--- src/rtl/search_cmp8.sv ---
// Successive-approximation search engine: drives the comparator probe operand and
// narrows [lo, hi] from its one-hot compare result until the hidden target is found.
module search_cmp8 #(
    parameter int WIDTH = 8
) (
    input  logic             iClk,
    input  logic             iRst,
    input  logic             iStart,
    input  logic [2:0]       iCmp,
    output logic [WIDTH-1:0] oProbe,
    output logic             oBusy,
    output logic             oDone,
    output logic             oFound,
    output logic             oErr,
    output logic [WIDTH-1:0] oResult,
    output logic [3:0]       oSteps
);

    // Handshake: iStart is taken only in IDLE (never queued); oBusy is high from the
    // accepting edge until the edge that raises the single-cycle oDone pulse, and
    // oFound/oErr/oResult/oSteps are valid from that edge until the next accepted start.
    typedef enum logic [1:0] {IDLE, CMP, DONE} state_t;

    localparam logic [WIDTH:0]   HiInit    = {1'b0, {WIDTH{1'b1}}};
    localparam logic [WIDTH:0]   One       = (WIDTH+1)'(1);
    localparam logic [WIDTH-1:0] ProbeInit = {1'b0, {(WIDTH-1){1'b1}}};
    localparam logic [WIDTH-1:0] ProbeMax  = '1;

    state_t           state, stateNext;
    logic [WIDTH:0]   lo, hi, loNext, hiNext;
    logic [WIDTH+1:0] midSum;
    logic [WIDTH-1:0] probeNext, resultNext;
    logic [3:0]       stepsNext;
    logic             busyNext, doneNext, foundNext, errNext, advance;

    always_ff @(posedge iClk or posedge iRst) begin
        if (iRst) begin
            state   <= IDLE;
            lo      <= '0;
            hi      <= '0;
            oProbe  <= '0;
            oBusy   <= 1'b0;
            oDone   <= 1'b0;
            oFound  <= 1'b0;
            oErr    <= 1'b0;
            oResult <= '0;
            oSteps  <= '0;
        end else begin
            state   <= stateNext;
            lo      <= loNext;
            hi      <= hiNext;
            oProbe  <= probeNext;
            oBusy   <= busyNext;
            oDone   <= doneNext;
            oFound  <= foundNext;
            oErr    <= errNext;
            oResult <= resultNext;
            oSteps  <= stepsNext;
        end
    end

    always_comb begin
        stateNext  = state;
        loNext     = lo;
        hiNext     = hi;
        probeNext  = oProbe;
        busyNext   = oBusy;
        doneNext   = 1'b0;
        foundNext  = oFound;
        errNext    = oErr;
        resultNext = oResult;
        stepsNext  = oSteps;
        advance    = 1'b0;

        case (state)
            IDLE: begin
                if (iStart) begin
                    loNext     = '0;
                    hiNext     = HiInit;
                    probeNext  = ProbeInit;
                    stepsNext  = '0;
                    foundNext  = 1'b0;
                    errNext    = 1'b0;
                    resultNext = '0;
                    busyNext   = 1'b1;
                    stateNext  = CMP;
                end
            end
            CMP: begin
                // Every probe ends the search unless the interval is still non-empty.
                stepsNext = oSteps + 4'd1;
                stateNext = DONE;
                busyNext  = 1'b0;
                doneNext  = 1'b1;
                case (iCmp)
                    3'b010: begin
                        resultNext = oProbe;
                        foundNext  = 1'b1;
                    end
                    3'b100: begin
                        if (oProbe != ProbeMax) begin
                            loNext  = {1'b0, oProbe} + One;
                            advance = !(loNext > hi);
                        end
                    end
                    3'b001: begin
                        if (oProbe != '0) begin
                            hiNext  = {1'b0, oProbe} - One;
                            advance = !(lo > hiNext);
                        end
                    end
                    default: begin
                        errNext   = 1'b1;
                        foundNext = 1'b0;
                    end
                endcase
            end
            DONE: begin
                stateNext = IDLE;
            end
            default: begin
                stateNext = IDLE;
            end
        endcase

        // Midpoint of the updated interval; one extra bit keeps the sum from wrapping.
        midSum = {1'b0, loNext} + {1'b0, hiNext};
        if (advance) begin
            stateNext = CMP;
            busyNext  = 1'b1;
            doneNext  = 1'b0;
            probeNext = midSum[WIDTH:1];
        end
    end

endmodule

--- config.mk ---
export PLATFORM = sky130hd
export DESIGN_NAME = search_cmp8
export DESIGN_NICKNAME = d
export VERILOG_FILES = /design/src/rtl/search_cmp8.sv
export SDC_FILE = /design/constraint.sdc
export NUM_CORES = 1
export LEC_CHECK = 0
export CORE_MARGIN = 3
export CORE_UTILIZATION = 60
export CTS_BUF_LIST = sky130_fd_sc_hd__clkbuf_8 sky130_fd_sc_hd__clkbuf_16
export CTS_CLUSTER_DIAMETER = 60
export CTS_CLUSTER_SIZE = 14
export DETAILED_ROUTE_END_ITERATION = 12
export PLACE_DENSITY = 0.95
export REMOVE_ABC_BUFFERS = 1
export SLEW_MARGIN = 20
export SYNTH_ARGS = -nofsm -noshare
export SYNTH_HDL_FRONTEND = slang
export SYNTH_SLANG_ARGS = --single-unit
--- constraint.sdc ---
create_clock -name iClk -period 9.9 [get_ports iClk]
set_input_delay 0.99 -clock iClk [delete_from_list [all_inputs] [get_ports iClk]]
set_output_delay 0.99 -clock iClk [all_outputs]
set_load 0.005 [all_outputs]
==> impl_metrics.ini, run 1 <==
[sta]
finalCriticalPeriod_ns = 4.34
fin_skew_ns = 0.00812
hold_viol_final = 0
rsz0062_at_grt = no
fin_crit_sh_pct = 43.9
layout_setup_ws_ns = 5.56
max_clock_freq_mhz = 230
maxSlewViolCount = 0
worst_slew_pin_slew_ns = 0.742
timing.setup.tns_ns = 0
slew_headroom_pct = 50.4
holdWs_ns = 0.487
setup_viol = 0

[grt]
grt_start_max_net_pins = 45
grt_usage_pct = 27.4
antenna_found_initial = 0
grt_overflow = 0
grt_pass1_wl_um = 11600
grt_pass1_vias = 2403

[clock_network]
hold_buffers = 0
postCtsResizedCells = 0
clockRootBuffer = clkbuf_8
clk_pin_slew_ns = 0.08
htreeDepth = 2
cts_made_buffers = 5
cts_tree = done
clk_path_buf_depth = 2
cts.sinks = 44
clock_latency_ns = 0.30
post_cts_buffers = 0

[floorplanning]
initial_utilization_pct = 63.8
die_h_um = 75.2
num_io_pins = 30
die_w_um = 75.2
num_rows = 24
die_area_um2 = 5660
coreArea_um2 = 4500

[logic_synthesis]
async_flop_share_pct = 100
synth_seq_cells = 44
ys.flop_type = dfrtp_1
seq_area_frac_synth_pct = 38.3
synth_top_family_by_area = simple AND/OR/NAND/NOR gates
synth-simple-area-share_pct = 18.4
synthMuxAreaShare_pct = 1.22
synth-compound-area-share_pct = 18.1
yosysWarnings = 0
yosys.area_share.xor_xnor_pct = 6.09
synthCells = 309
yosys.area_share.adder_pct = 12.9
ys_types = 54
syn_area_um2 = 2880
synth_edf_count = 0
avgSynthCellArea_um2 = 9.31

[pwr]
cellPowerDensity_nw_per_um2 = 270
p_leak_nw = 1.56
ir_drop_uv = 176

[layout]
final_cell_mix = 44 x dfrtp_1, 38 x nand2_1, 29 x clkdlybuf4s50_1
drive_gt1_share_pct = 6.21
nets = 373
antenna-diode-count = 0
utilization_pct = 72.8
stdcell_count = 390
layout_commonest_cell = dfrtp_1
area_growth_pct = 14.1

[setup_path]
slowest_delay_ns = 0.56
crit_type = in -> reg
end_kind = flip-flop
cpMostUsedCell = o21ai_0
cp-start-kind = input pin
worstPathRequired_ns = 10.12
critical-path-slowest-cell = nor3b_1
critPathArrivalTime_ns = 4.56
crit_fanout = 11
cp_cell_sequence = clkdlybuf4s50_1 -> nor3b_1 -> o211ai_2 -> mux2i_1 -> and2_1 -> fa_1 -> a21o_1 -> a21oi_1 -> o21ai_0 -> a21oi_1 -> o21ai_0 -> xor2_1 -> o21ai_0

[status]
status = complete, no violations

[route]
drt_iter0_drc = 257
first_pass_iters = 4
viasPerCell = 6.22
wirelength_um = 7130
dr_total_vias = 2424
wl_per_cell_um = 18.3
drt_drc_violations_left = 0
ant_nets = 0

[placement]
place_ws_ns = 5.32
gp_congestion = 0.961
io_buffers = 29
hpwl_um = 5430
placed_cells = 383

[min_path]
hold_path.class = reg -> reg

[run]
cap_violations = 0
## state kept, by name, summed over array words and instances (netlist names)
register	flops
oResult	8
oFound	1
hi	9
oErr	1
oSteps	4
oDone	1
oProbe	8
lo	9
state	2
oBusy	1
## synth_stat cells, types with 2 or more instances
library cell	number	area (um^2)
a21o_1	3	22.5
a21oi_1	14	70.1
a221oi_1	3	26.3
a22oi_1	2	15.0
a31oi_1	2	12.5
and2_1	2	12.5
and3_1	4	25.0
buf_4	3	22.5
clkbuf_1	4	15.0
dfrtp_1	44	1100
ha_1	28	350
inv_1	23	86.3
mux2i_1	2	20.0
nand2_1	38	143
nand3_1	15	75.1
nand4_1	2	12.5
nand4_2	2	25.0
nor2_1	18	67.6
nor2b_1	5	31.3
nor3_1	5	25.0
nor3b_1	2	15.0
nor4_1	2	12.5
o21a_1	3	22.5
o21ai_0	24	120
o21bai_1	2	15.0
o22a_1	5	43.8
o31ai_1	6	45.0
or3_1	2	12.5
xnor2_1	14	123
xor2_1	6	52.6
## per-stage QoR
step	power, mW	instance area [um^2]
final	0.885	3280
after global placement	0.747	3190
after floorplan	0.592	2820
after CTS	0.878	3270
after global routing	0.956	3280
after detailed placement	0.765	3190
## metal layers
metal	track usage (%)	routed length, um
met5	0	0
met4	10.5	195
met3	5.87	447
met2	44.6	3430
met1	35.9	3060
## worst max-delay path: cells and delay by family
| kind | cells | cell delay [ns] |
|---|---|---|
| compound gates | 7 | 1.40 |
| xor+xnor | 1 | 0.17 |
| fa+ha+maj | 1 | 0.40 |
| buf+inv | 1 | 0.53 |
| mux | 1 | 0.27 |
| simple gates | 2 | 0.79 |
## power by group
part           total [mW]  switching [mW]  internal (mW)
clock network       0.111          0.0635         0.0479
registers           0.286          0.0556          0.230
logic               0.487           0.269          0.218
## cells by family (layout without fill, tap and decap cells)
family                     after synthesis  count (layout)
DFF                                     44              44
and+or+nand+nor                        103             103
xor gates and xnor gates                20              20
buffers and inverters                   33              62
AOI/OAI and AO/OA                       77              77
muxes                                    3               3
adders and majority gates               29              29
## worst paths after layout
| check | endpoint | cells after the start | startpoint | slack [ns] |
|---|---|---|---|---|
| max | oProbe[7]$_DFFE_PP0P_ | 13 | iCmp[1] | 5.56 |
| min | oResult[1]$_DFFE_PP0P_ | 2 | oResult[1]$_DFFE_PP0P_ | 0.49 |
| max reg2reg | oProbe[7]$_DFFE_PP0P_ | 15 | oProbe[0]$_DFFE_PP0P_ | 6.05 |
| min reg2reg | oResult[1]$_DFFE_PP0P_ | 2 | oResult[1]$_DFFE_PP0P_ | 0.49 |
| max in group asynchronous | oProbe[2]$_DFFE_PP0P_ | 3 | iRst | 8.37 |
| min in group asynchronous | oSteps[3]$_DFFE_PP0P_ | 3 | iRst | 1.15 |
## layout make-up
| type | count | area, um^2 |
|---|---|---|
| clock inverter | 2 | 12.5 |
| tap | 52 | 65.1 |
| sequential | 44 | 1100 |
| timing repair buffer | 31 | 305 |
| multi-input combinational | 232 | 1640 |
| clock buffer | 5 | 68.8 |
| inverter | 24 | 90.1 |
| fill | 349 | 1220 |
(Power assumes the default switching activity.)
==> run 2: changes to the inputs <==
- CORE_UTILIZATION: 60 -> 57
- PLACE_DENSITY: 0.95 -> 0.91
- clock period: 9.9 -> 4.4 ns (I/O delays scaled with it)
==> run 2 against run 1 <==
Routed wire length fell by 0.97%; setup slack got worse by 5.0 ns; combinational power rose by 130%; count of clock-buffer cells in the layout rose by 1; core utilization fell by 3.3 points.
==> impl_metrics.ini, run 2 (synthesized netlist as in run 1, its figures left out) <==
[status]
status = complete, no violations

[layout]
reg_top3 = hi x9, lo x9
area_growth_pct = 15.7
drive_gt1_share_pct = 6.74
antenna-diode-count = 0
final_cell_mix = 44 x dfrtp_1, 38 x nand2_1, 29 x clkdlybuf4s50_1
nets = 375
layout_commonest_cell = dfrtp_1

[setup_path]
slowest_delay_ns = 0.57
critical-path-slowest-cell = dfrtp_1
reg2reg_from = oProbe[0]$_DFFE_PP0P_
worstPathRequired_ns = 4.63
crit_type = reg -> reg
startpoint = oProbe[0]$_DFFE_PP0P_
cp_num_buf_inv = 1
path_depth = 15
cp-start-kind = flip-flop
cp_cell_sequence = inv_1 -> ha_1 -> nor4b_4 -> a21oi_2 -> nand2_1 -> o21ai_0 -> o21ai_0 -> fa_1 -> a21o_1 -> a21oi_1 -> o21ai_0 -> a21oi_1 -> o21ai_0 -> xor2_1 -> o21ai_0
reg2reg_depth = 15
reg2reg_to = oProbe[7]$_DFFE_PP0P_
crit_path_end = oProbe[7]$_DFFE_PP0P_
critPathArrivalTime_ns = 4.07
r2r_slack_ns = 0.56
crit_fanout = 11
cpMostUsedCell = o21ai_0
path_delay_family = compound AO/OA/AOI/OAI gates
end_kind = flip-flop

[run]
cap_violations = 0

[pwr]
p_leak_nw = 1.58
p_total_mw = 2.01
ir_drop_uv = 347
cellPowerDensity_nw_per_um2 = 604

[sta]
rsz0062_at_grt = no
max_clock_freq_mhz = 260
timing.setup.tns_ns = 0
setup_viol = 0
worst_slew_pin_slew_ns = 0.635
maxSlewViolCount = 0
hold_viol_final = 0
fin_skew_ns = 0.0148
holdWs_ns = 0.481
fin_crit_sh_pct = 87.4
finalCriticalPeriod_ns = 3.84
slew_headroom_pct = 57.0

[route]
wl_per_cell_um = 17.3
drt_iter0_drc = 168
wirelength_um = 7060
ant_nets = 0
dr_total_vias = 2466
drt_drc_violations_left = 0
first_pass_iters = 4
viasPerCell = 6.04

[floorplanning]
num_io_pins = 30
coreArea_um2 = 4790
num_rows = 25
initial_utilization_pct = 60.1
die_area_um2 = 5930
die_h_um = 77.0
die_w_um = 77.0

[grt]
grt_pass1_vias = 2522
grt_usage_pct = 25.7
grt_overflow = 0
antenna_found_initial = 0
grt_pass1_wl_um = 11900
grt_start_max_net_pins = 45

[clock_network]
hold_buffers = 0
htreeDepth = 2
postCtsResizedCells = 0
clk_path_buf_depth = 2
clock_latency_ns = 0.31
cts_made_buffers = 5
clockRootBuffer = clkbuf_8
cts_tree = done
clk_pin_slew_ns = 0.09
post_cts_buffers = 0
cts.sinks = 44

[placement]
io_buffers = 29
gp_congestion = 0.958
hpwl_um = 5430

[min_path]
hold_path.class = reg -> reg
-- run 2: cell count changes in the layout (fill, tap and decap cells not counted), sizes merged --
cell	previous run	this run
clkinv	2	1
buf	2	4
clkbuf	5	6
inv	23	24
-- run 2: worst min path at each step --
stage	from	to	slack (ns)	cells after the start
2_1_floorplan	oResult[0]$_DFFE_PP0P_	oResult[0]$_DFFE_PP0P_	0.47	2
3_3_place_gp	oBusy$_DFFE_PP0P_	oBusy$_DFFE_PP0P_	0.46	1
3_5_place_dp	oResult[4]$_DFFE_PP0P_	oResult[4]$_DFFE_PP0P_	0.47	2
4_1_cts	oResult[4]$_DFFE_PP0P_	oResult[4]$_DFFE_PP0P_	0.49	2
5_1_grt	oResult[4]$_DFFE_PP0P_	oResult[4]$_DFFE_PP0P_	0.51	2
6_report	oResult[4]$_DFFE_PP0P_	oResult[4]$_DFFE_PP0P_	0.48	2
-- run 2: through the flow --
stage	cells	cell area [um^2]	util, %	setup slack (ns)
floorplan	300	2820	-	1.11
global route	408	3330	69.5	0.220
CTS	408	3320	69.4	0.554
finish	408	3330	69.5	0.556
detailed placement	400	3230	67.4	0.365
global placement	400	3230	67.4	0.532
-- run 2: worst min-delay path: stages, from the launching register on --
cell     delay, ns
dfrtp_1       0.34
nand2_1       0.05
o21ai_0       0.06
-- run 2: layout make-up --
| cell class | instances | area [um^2] |
|---|---|---|
| multi-input combinational | 232 | 1640 |
| fill | 393 | 1460 |
| sequential | 44 | 1100 |
| timing repair buffer | 33 | 320 |
| inverter | 24 | 90.1 |
| tap | 67 | 83.8 |
| clock buffer | 6 | 82.6 |
| clock inverter | 2 | 11.3 |
-- run 2: report_power, final --
part | internal (mW) | leakage (nW) | total [mW] | switching, mW
logic | 0.499 | 1.01 | 1.10 | 0.602
registers | 0.518 | 0.524 | 0.638 | 0.119
clock network | 0.125 | 0.0486 | 0.270 | 0.144
total | 1.14 | 1.58 | 2.01 | 0.865
-- run 2: per-layer routing --
layer / vias up / GRT usage, % / part of all wire [%]
li1: 1165 / - / -
met1: 1187 / 32.8 / 42
met5: - / 0 / 0
met3: 21 / 5.28 / 7.0
met2: 93 / 42.6 / 49
met4: 0 / 10.5 / 2.6
==> run 3: changes to the inputs <==
- CAP_MARGIN: unset -> 20
- MAX_ROUTING_LAYER: unset -> met4
==> run 3 against run 2 <==
Count of clock-buffer cells in the layout decreased by 1; clock power increased by 15%; register-to-register slack improved by 0.07 ns; combinational power about the same; flip-flop and latch count unchanged; final cell count increased by 0.49%; cell area increased by 0.98%; die area unchanged; global-route usage increased by 0.82 points; critical path type is now in -> reg; largest cell class unchanged; largest power group unchanged.
==> impl_metrics.ini, run 3 (synthesized netlist as in run 1, its figures left out) <==
[layout]
layout_commonest_cell = dfrtp_1
final_cell_mix = 44 x dfrtp_1, 38 x nand2_1, 29 x clkdlybuf4s50_1
utilization_pct = 70.2
antenna-diode-count = 0
area_growth_pct = 16.8
drive_gt1_share_pct = 7.58
fillers = 403
nets = 377
reg_top3 = hi x9, lo x9

[pwr]
p_total_mw = 2.05
ir_drop_uv = 354
cellPowerDensity_nw_per_um2 = 612
p_leak_nw = 1.59

[clock_network]
clk_pin_slew_ns = 0.09
clk_path_buf_depth = 2
clockRootBuffer = clkbuf_8
post_cts_buffers = 0
cts_made_buffers = 5
cts_tree = done
cts.sinks = 44
hold_buffers = 0
htreeDepth = 2
clock_latency_ns = 0.31
postCtsResizedCells = 0

[floorplanning]
initial_utilization_pct = 60.1
die_w_um = 77.0
die_h_um = 77.0
die_area_um2 = 5930
num_io_pins = 30
num_rows = 25
coreArea_um2 = 4790

[setup_path]
worstPathRequired_ns = 4.63
cp-start-kind = input pin
cpMostUsedCell = o21ai_0
crit_fanout = 11
critPathArrivalTime_ns = 4.05
end_kind = flip-flop
critical-path-slowest-cell = clkdlybuf4s50_1
slowest_delay_ns = 0.52
cp_cell_sequence = clkdlybuf4s50_1 -> or3b_1 -> a21oi_2 -> nand2_1 -> o21ai_0 -> o21ai_0 -> fa_1 -> a21o_1 -> a21oi_1 -> o21ai_0 -> a21oi_1 -> o21ai_0 -> xor2_1 -> o21ai_0
crit_type = in -> reg

[route]
dr_total_vias = 2438
wirelength_um = 7160
wl_per_cell_um = 17.5
drt_iter0_drc = 133
ant_nets = 0
first_pass_iters = 5
drt_drc_violations_left = 0
viasPerCell = 5.95

[placement]
io_buffers = 29
gp_congestion = 1.02
hpwl_um = 5630

[status]
status = complete, no violations

[sta]
worst_slew_pin_slew_ns = 0.699
fin_skew_ns = 0.00529
finalCriticalPeriod_ns = 3.82
maxSlewViolCount = 0
hold_viol_final = 0
timing.setup.tns_ns = 0
fin_crit_sh_pct = 86.8
setup_viol = 0
rsz0062_at_grt = no
slew_headroom_pct = 53.3
max_clock_freq_mhz = 262

[grt]
grt_start_max_net_pins = 45
grt_pass1_wl_um = 12000
grt_pass1_vias = 2481
antenna_found_initial = 0
met3_usage_pct = 6.22
grt_overflow = 0
use_met1_pct = 32.8
grt_busiest_layer = met2
grt_usage_pct = 26.5
use_met2_pct = 42.9

[run]
cap_violations = 0

[min_path]
hold_path.class = reg -> reg
-- run 3: cell count changes in the layout (fill, tap and decap cells not counted) --
cell	previous run	this run
buf_4	4	6
bufinv_16	0	1
inv_1	23	22
clkbuf_8	6	5
clkinv_2	0	1
-- run 3: stage by stage --
step / worst slack, ns / cells / hold slack (ns) / instance area [um^2]
finish: 0.580 / 410 / 0.477 / 3360
global route: 0.309 / 410 / 0.512 / 3360
CTS: 0.608 / 410 / 0.485 / 3350
floorplan: 1.11 / 300 / 0.473 / 2820
detailed placement: 0.310 / 402 / 0.467 / 3240
global placement: 0.440 / 402 / 0.460 / 3240
-- run 3: area by class of cell --
cell class | instances | area [um^2] | share of cell area [%]
clock buffer | 5 | 68.8 | 2.05
multi-input combinational | 232 | 1640 | 48.7
timing repair buffer | 35 | 335 | 9.99
sequential | 44 | 1100 | 32.8
clock inverter | 3 | 42.5 | 1.27
inverter | 24 | 90.1 | 2.68
tap | 67 | 83.8 | 2.50
-- run 3: path summary, 6_finish.rpt --
kind	from	end	slack, ns	cells after the start
worst min register to register	oResult[1]$_DFFE_PP0P_	oResult[1]$_DFFE_PP0P_	0.48	2
max in group asynchronous	iRst	hi[3]$_DFF_PP0_	3.45	3
worst max register to register	state[0]$_DFFE_PP0P_	oProbe[7]$_DFFE_PP0P_	0.63	12
worst min-delay path	oResult[1]$_DFFE_PP0P_	oResult[1]$_DFFE_PP0P_	0.48	2
min in group asynchronous	iRst	oProbe[7]$_DFFE_PP0P_	0.57	3
worst max-delay path	iCmp[1]	oProbe[7]$_DFFE_PP0P_	0.58	14
-- run 3: per-layer routing --
metal	share of wire (%)	vias up
li1	-	1167
met1	42	1166
met2	49	86
met4	2.0	0
met3	7.1	19
met5	0	-
-- run 3: power by group --
group,internal (mW),switching (mW),total [mW]
combinational,0.507,0.603,1.11
sequential,0.519,0.114,0.633
clock,0.168,0.143,0.311
-- run 3: worst max-delay path: cells and delay by family --
kind            cells  cell delay (ns)
compound gates      9             1.67
xor+xnor            1             0.17
fa+ha+maj           1             0.50
buf+inv             1             0.52
simple gates        2             0.74
